`config.mk`:
```
export PLATFORM = sky130hd
export DESIGN_NAME = layered_palette_colorizer
export DESIGN_NICKNAME = d
export VERILOG_FILES = /design/src/rtl/layered_palette_colorizer.sv
export SDC_FILE = /design/constraint.sdc
export NUM_CORES = 1
export LEC_CHECK = 0
export ABC_AREA = 0
export CAP_MARGIN = 10
export CORE_AREA = 3 3 277 279
export DETAILED_ROUTE_END_ITERATION = 7
export DIE_AREA = 0 0 280 282
export DONT_BUFFER_PORTS = 1
export PLACE_DENSITY_LB_ADDON = 0.1
export SYNTH_ARGS = -nofsm -noshare
export SYNTH_HDL_FRONTEND = slang
export SYNTH_SLANG_ARGS = --single-unit
```
`constraint.sdc`:
```
create_clock -name clk -period 29 [get_ports clk]
set_clock_uncertainty 0.05 [all_clocks]
set_input_delay 4.35 -clock clk [delete_from_list [all_inputs] [get_ports clk]]
set_output_delay 4.35 -clock clk [all_outputs]
set_load 0.02 [all_outputs]
```
`src/rtl/layered_palette_colorizer.sv`:
```
// Final pixel stage: priority sprite-layer merge over a direct-colour world
// pixel through a runtime-writable palette, brightness fade and blanking.
// Palette writes are either applied immediately or staged in a shadow
// palette and committed on the vblank rising edge.
module layered_palette_colorizer #(
  parameter int LAYERS           = 4,
  parameter int IDX_W            = 4,
  parameter int CH_W             = 4,
  parameter int TRANSPARENT_ZERO = 1
) (
  input  logic                    clk,
  input  logic                    reset,
  input  logic                    video_on,
  input  logic                    vblank,
  input  logic [3*CH_W-1:0]       world_pixel,
  input  logic [LAYERS*IDX_W-1:0] layer_idx,
  input  logic [LAYERS-1:0]       layer_active,
  input  logic [CH_W-1:0]         brightness,
  input  logic                    pal_commit_mode,
  input  logic                    pal_wr_en,
  input  logic [IDX_W-1:0]        pal_wr_addr,
  input  logic [3*CH_W-1:0]       pal_wr_data,
  output logic                    pal_wr_ready,
  output logic                    pal_pending,
  output logic [CH_W-1:0]         r,
  output logic [CH_W-1:0]         g,
  output logic [CH_W-1:0]         b
);

  localparam int NUM   = 1 << IDX_W;
  localparam int COL_W = 3 * CH_W;
  localparam int PW    = 2 * CH_W + 1;

  logic             vblank_q, vblank_d;
  logic [COL_W-1:0] live_q   [NUM];
  logic [COL_W-1:0] live_d   [NUM];
  logic [COL_W-1:0] shadow_q [NUM];
  logic [COL_W-1:0] shadow_d [NUM];
  logic [NUM-1:0]   dirty_q, dirty_d;

  logic [COL_W-1:0] sel_q, sel_d;
  logic             vid_q, vid_d;
  logic [CH_W-1:0]  bri_q, bri_d;
  logic [COL_W-1:0] rgb_q, rgb_d;

  logic             commit_cycle;
  logic             wr_acc;
  logic             found;

  // Writes are refused on the commit cycle so shadow->live copy never races a new write.
  assign commit_cycle = vblank && !vblank_q;
  assign pal_wr_ready = !reset && !commit_cycle;
  assign wr_acc       = pal_wr_en && pal_wr_ready;
  assign pal_pending  = |dirty_q;

  function automatic logic [CH_W-1:0] fade(input logic [CH_W-1:0] c,
                                           input logic [CH_W-1:0] bri);
    logic [PW-1:0] p;
    p = PW'(c) * (PW'(bri) + PW'(1));
    return CH_W'(p >> CH_W);
  endfunction

  // Palette next-state: commit of dirty entries, or an accepted write.
  always_comb begin
    vblank_d = vblank;
    live_d   = live_q;
    shadow_d = shadow_q;
    dirty_d  = dirty_q;
    if (commit_cycle) begin
      for (int i = 0; i < NUM; i++) begin
        if (dirty_q[i]) live_d[i] = shadow_q[i];
      end
      dirty_d = '0;
    end
    if (wr_acc) begin
      if (pal_commit_mode) begin
        shadow_d[pal_wr_addr] = pal_wr_data;
        dirty_d[pal_wr_addr]  = 1'b1;
      end else begin
        live_d[pal_wr_addr] = pal_wr_data;
      end
    end
  end

  // Stage 1 select: lowest-numbered visible layer wins, else the world pixel.
  // Lookups read live_q, so a same-cycle palette write returns the old colour.
  always_comb begin
    found = 1'b0;
    sel_d = world_pixel;
    for (int n = 0; n < LAYERS; n++) begin
      if (!found && layer_active[n] &&
          ((TRANSPARENT_ZERO == 0) || (layer_idx[n*IDX_W +: IDX_W] != '0))) begin
        found = 1'b1;
        sel_d = live_q[layer_idx[n*IDX_W +: IDX_W]];
      end
    end
    vid_d = video_on;
    bri_d = brightness;
  end

  // Stage 2: fade each channel with the brightness captured alongside the pixel, then blank.
  always_comb begin
    rgb_d = '0;
    if (vid_q) begin
      rgb_d = {fade(sel_q[COL_W-1 -: CH_W], bri_q),
               fade(sel_q[2*CH_W-1 -: CH_W], bri_q),
               fade(sel_q[CH_W-1:0], bri_q)};
    end
  end

  // State registers; vblank_q resets high so a vblank already asserted at release does not commit.
  always_ff @(posedge clk or posedge reset) begin
    if (reset) begin
      vblank_q <= 1'b1;
      live_q   <= '{default: '0};
      shadow_q <= '{default: '0};
      dirty_q  <= '0;
      sel_q    <= '0;
      vid_q    <= 1'b0;
      bri_q    <= '0;
      rgb_q    <= '0;
    end else begin
      vblank_q <= vblank_d;
      live_q   <= live_d;
      shadow_q <= shadow_d;
      dirty_q  <= dirty_d;
      sel_q    <= sel_d;
      vid_q    <= vid_d;
      bri_q    <= bri_d;
      rgb_q    <= rgb_d;
    end
  end

  assign r = rgb_q[COL_W-1 -: CH_W];
  assign g = rgb_q[2*CH_W-1 -: CH_W];
  assign b = rgb_q[CH_W-1:0];

endmodule
```
* After elaboration in Yosys (flattened, before gate mapping)
Index checks and enable logic that the tools add are counted.
** Operators by class
- Reduce and logical (&&, ||, !) cells :: 24
- Div/mod/pow operators :: 0
- Add/subtract/negate cells :: 1
- Muxes and demuxes :: 48
- Bitwise gates (word level) :: 6
- Equal/unequal tests :: 0
- $lt $le $gt $ge :: 8
- Shift-type cells :: 0
- $mul :: 3
** Operators with widths (number)
- $mux 192 :: 3
- $bwmux 192 :: 2
- $mux 12 :: 30
- $bmux 12 s4 :: 4
- $demux 12 s4 :: 1
- $mux 16 :: 3
- $ge 5x5->1 const B :: 5
- $not 4->5 :: 5
- $mul 4x9->8 :: 2
- $or 16x16->16 :: 1
- $reduce_bool 4->1 :: 4
- $reduce_or 16->1 :: 1
- $logic_and 1x1->1 :: 12
- $mul 4x5->8 :: 1
- $logic_not 1->1 :: 6
- $add 4x1->5 const B :: 1
- $lt 4x5->1 const B :: 1
- $lt 5x1->1 const B :: 1
- $demux 1 s4 :: 1
- $ge 4x1->1 const B :: 1
- $mux 1 :: 4
- $reduce_and 2->1 :: 1
** Storage, ports and cells
- RAM bits :: 0
- Memory bits (read-only) :: 0
- Memories :: 0
- Register bits :: 430
- Word-level logic and storage cells :: 128
- Output and inout bits :: 14
- Input port bits :: 58
- Latch bits :: 0

* Longest topological paths before layout
- Depth in word-level cells :: 15
- Depth in mapped cells :: 13
- Mapped depth without buffers :: 12

* Least setup slack after synthesis
Ideal clock, no wire load.
- Path kind :: input to register
- From :: input reset
- To :: register shadow_q[24] (netlist bit)
- Required time :: 28.825 ns
- Stages :: 6
- Path slack :: 13.417 ns
- Arrival :: 15.408 ns
- Library setup time :: 0.125 ns
- Path through :: inv_1 > and4_1 > nand3b_1 > nor2_1 > buf_2 > mux2_2
** On the way
- Word-level cells in the longest chain between the ends :: 4
** Ends and longest elaborated chain
- start, declared :: RTL line 12 : input logic reset,
- $logic_not 1->1 (no line)
- $logic_and 1x1->1 :: RTL line 52 : assign pal_wr_ready = !reset && !commit_cycle;
- $logic_and 1x1->1 :: RTL line 53 : assign wr_acc = pal_wr_en && pal_wr_ready;
- $reduce_and 2->1 (no line)
- end signal, assigned :: RTL line 125 : shadow_q <= shadow_d;
- end, declared :: RTL line 37 : logic [COL_W-1:0] shadow_q [NUM];
No other way between the ends.
A chain may end at the register's enable or synchronous reset.

* Worst setup path in the final report
- From :: input vblank
- To :: output pal_wr_ready
** On the way
- Word-level cells in the longest chain between the ends :: 3
** Ends and longest elaborated chain
- start, declared :: RTL line 14 : input logic vblank,
- $logic_and 1x1->1 :: RTL line 51 : assign commit_cycle = vblank && !vblank_q;
- $logic_not 1->1 :: RTL line 52
- $logic_and 1x1->1 :: RTL line 52
- end, declared :: RTL line 23 : output logic pal_wr_ready,
No other way between the ends.

==> metrics.txt <==
largest net degree at the start of global routing 158; CORE AREA 74450 um^2; commonest cells in the netlist 601 x mux2_2, 429 x dfrtp_1, 195 x mux4_2; fmax 0.1060 GHz; gr usage total 21.47%; Max FO, Critical Path 17; Antenna Nets Post-Route 0; initial core utilization 34.92%; average routed wire per standard cell 30.15 um; DP Cell Count 2686; DIE HEIGHT 282 um; Std-Cell Rows 100; Sw Share 26.33%; Post-Syn Nets 1952; final hold vios 0; CP Launch Type input port; Period minus WS final 9.433 ns; IO Port Bufs 0; die area 78960 um^2; CP Capture Type output pin; Setup Buffers After CTS 0; clock latency on the worst-skew pair 0.61 ns; status complete, no violations; DR pass1 iterations 5; CTS Buf Count 52; logic gate share of total power 16.4%; fin crit share 32.53%; DR vias 16369; max_cap viols 0; critical path arrival 5.03 ns; CTS sink cnt 430; CP Class input port to output pin; post-synth top area cell dfrtp_1; EDFF count, synth 0; hold buffers post-CTS 0; clock transition at the registers of the reported paths 0.05 ns; root buffer cell clkbuf_16; Critical Path RT 24.60 ns; power per standard cell area 59.45 nW/um^2; number of global-route vias before repair 16861; Max H-tree Level 2; RSZ-0062 raised after global routing false; Max clock buf depth 3; Final Non-Filler Cells 2788; leakage power 12.86 nW; GR Overflow Total 0; antenna violations before repair 3; dpl hpwl 56010 um; vias per cell 5.871; Mapped Cells 1851; Least-Margin Pin Slew 1.169 ns; Mapped Area 25990 um^2; Main synth FF type dfrtp_1; final core utilization 38.18%; Distinct cells, synth 57; most frequent cell after synthesis mux2_2; first-pass GRT wire length 123200 um; Seq cells post-synth 430; clock power share 38.8%; PostCTS Resize Cnt 0; setup_tns 0 ns; final count of negative-setup-slack endpoints 0; Layout Area Growth over Synthesis 9.338%; worst hold path class flip-flop to flip-flop; maximum vdd ir drop 0.00003724 V; sequential area share after synthesis 41.40%; syn avg cell area 14.04 um^2; Synth Warn # 0; proportion of layout cells with a drive suffix above 1 50.85%; P_int 0.001245 W; largest cells by area after synthesis dfrtp_1 41%, mux2_2 26%, mux4_2 17%; WL final 84070 um; Net Sw Power 0.0004448 W; Max Slew Vio Count 0; max_slew headroom 21.85%; nets@finish 1872; CTS tree built; share of the synthesized area in the top cell type 41.30%; share of synthesized registers carrying an async set or reset 100.0%; initial drt markers 1271; Post-route DRC 0; RD Place Congestion 0.8451; io pins 72; Die Span X 280 um; Flop pwr share 44.8%
## layer usage
layer,wire (um),up-vias,global-route usage [%]
li1,-,6900,-
met1,36670,8878,29.16
met2,40140,477,35.03
met3,4753,114,4.057
met4,2496,0,6.458
met5,0,-,0
## final timing paths
kind / from / end / slack, ns / cells after the start
setup / recovery: vblank / pal_wr_ready / 19.57 / 3
hold / removal: shadow_q[36] / shadow_q[36] / 0.45 / 1
setup reg to reg: bri_q[0] / rgb_q[11] / 24.80 / 12
hold reg to reg: shadow_q[36] / shadow_q[36] / 0.45 / 1
max in group asynchronous: reset / shadow_q[78] / 23.08 / 3
min in group asynchronous: reset / shadow_q[131] / 3.62 / 1
## logic make-up (layout without fill, tap and decap cells)
family	Yosys count	after routing	share of synthesized area, %
buf+inv	180	142	3.167
fa+ha+maj	43	43	2.503
flops	430	430	41.40
other cells	0	6	0
xor+xnor	14	14	0.4717
compound gates	108	108	3.071
mux	845	845	44.82
simple gates	231	231	4.568
## per-stage QoR
step | hold WS [ns] | instance area, um^2 | setup WS (ns) | power [W]
floorplan | 0.4193 | 25990 | 12.58 | 0.0009802
global placement | 0.4334 | 26680 | 19.56 | 0.001031
detailed placement | 0.4400 | 26680 | 19.57 | 0.001042
CTS | 0.4535 | 28410 | 19.56 | 0.001710
global route | 0.4621 | 28410 | 19.54 | 0.001769
finish | 0.4492 | 28420 | 19.57 | 0.001690
## cell usage in the layout (no fill, tap or decap), types with 4 or more instances in the layout
cell type  count
xnor2_1       10
nor2_1        39
nand2b_1      14
o22ai_1       15
mux4_2       195
nor3_2         4
mux2_2       601
a31oi_1        9
mux2i_1       49
clkbuf_1      11
diode_2        6
o21ai_0       13
nand2_1       75
a22oi_1       15
ha_1          28
and2_1        35
clkbuf_8      19
inv_1         22
xor2_1         4
clkinv_2       9
buf_4         22
clkbuf_16     53
a21oi_1       10
dfrtp_1      429
nand3_1       14
nor3_1         9
o221ai_1       7
fa_1          15
a21o_1        15
nor4_1         6
and4_1         4
nor2b_1       11
## area by class of cell
type                            count  area, um^2
Fill cell                        6998       46030
Clock inverter                     13       100.1
Multi-Input combinational cell   1241       14420
Timing Repair Buffer               23       185.2
Clock buffer                       83        1629
Antenna cell                        6       15.01
Inverter                           23       93.84
Tap cell                          969        1212
Sequential cell                   430       10760
## sequential cells by signal, indices dropped and copies added (netlist names)
signal    flops
vblank_q      1
dirty_q      16
rgb_q        12
bri_q         4
live_q      192
shadow_q    192
sel_q        12
vid_q         1
## worst max-delay path, stage by stage
cell	delay, ns
nor2b_2	0.13
buf_4	0.21
nor2_1	0.34
## power groups by stage
| stage | combinational, W | sequential (W) | clock, W |
|---|---|---|---|
| after detailed placement | 0.000276 | 0.000766 | 0 |
| final | 0.000277 | 0.000757 | 0.000656 |
| after global placement | 0.000270 | 0.000761 | 0 |
| after CTS | 0.000278 | 0.000755 | 0.000677 |
| after global routing | 0.000302 | 0.000767 | 0.000700 |
| after floorplan | 0.000252 | 0.000728 | 0 |
(Power assumes the default switching activity.)
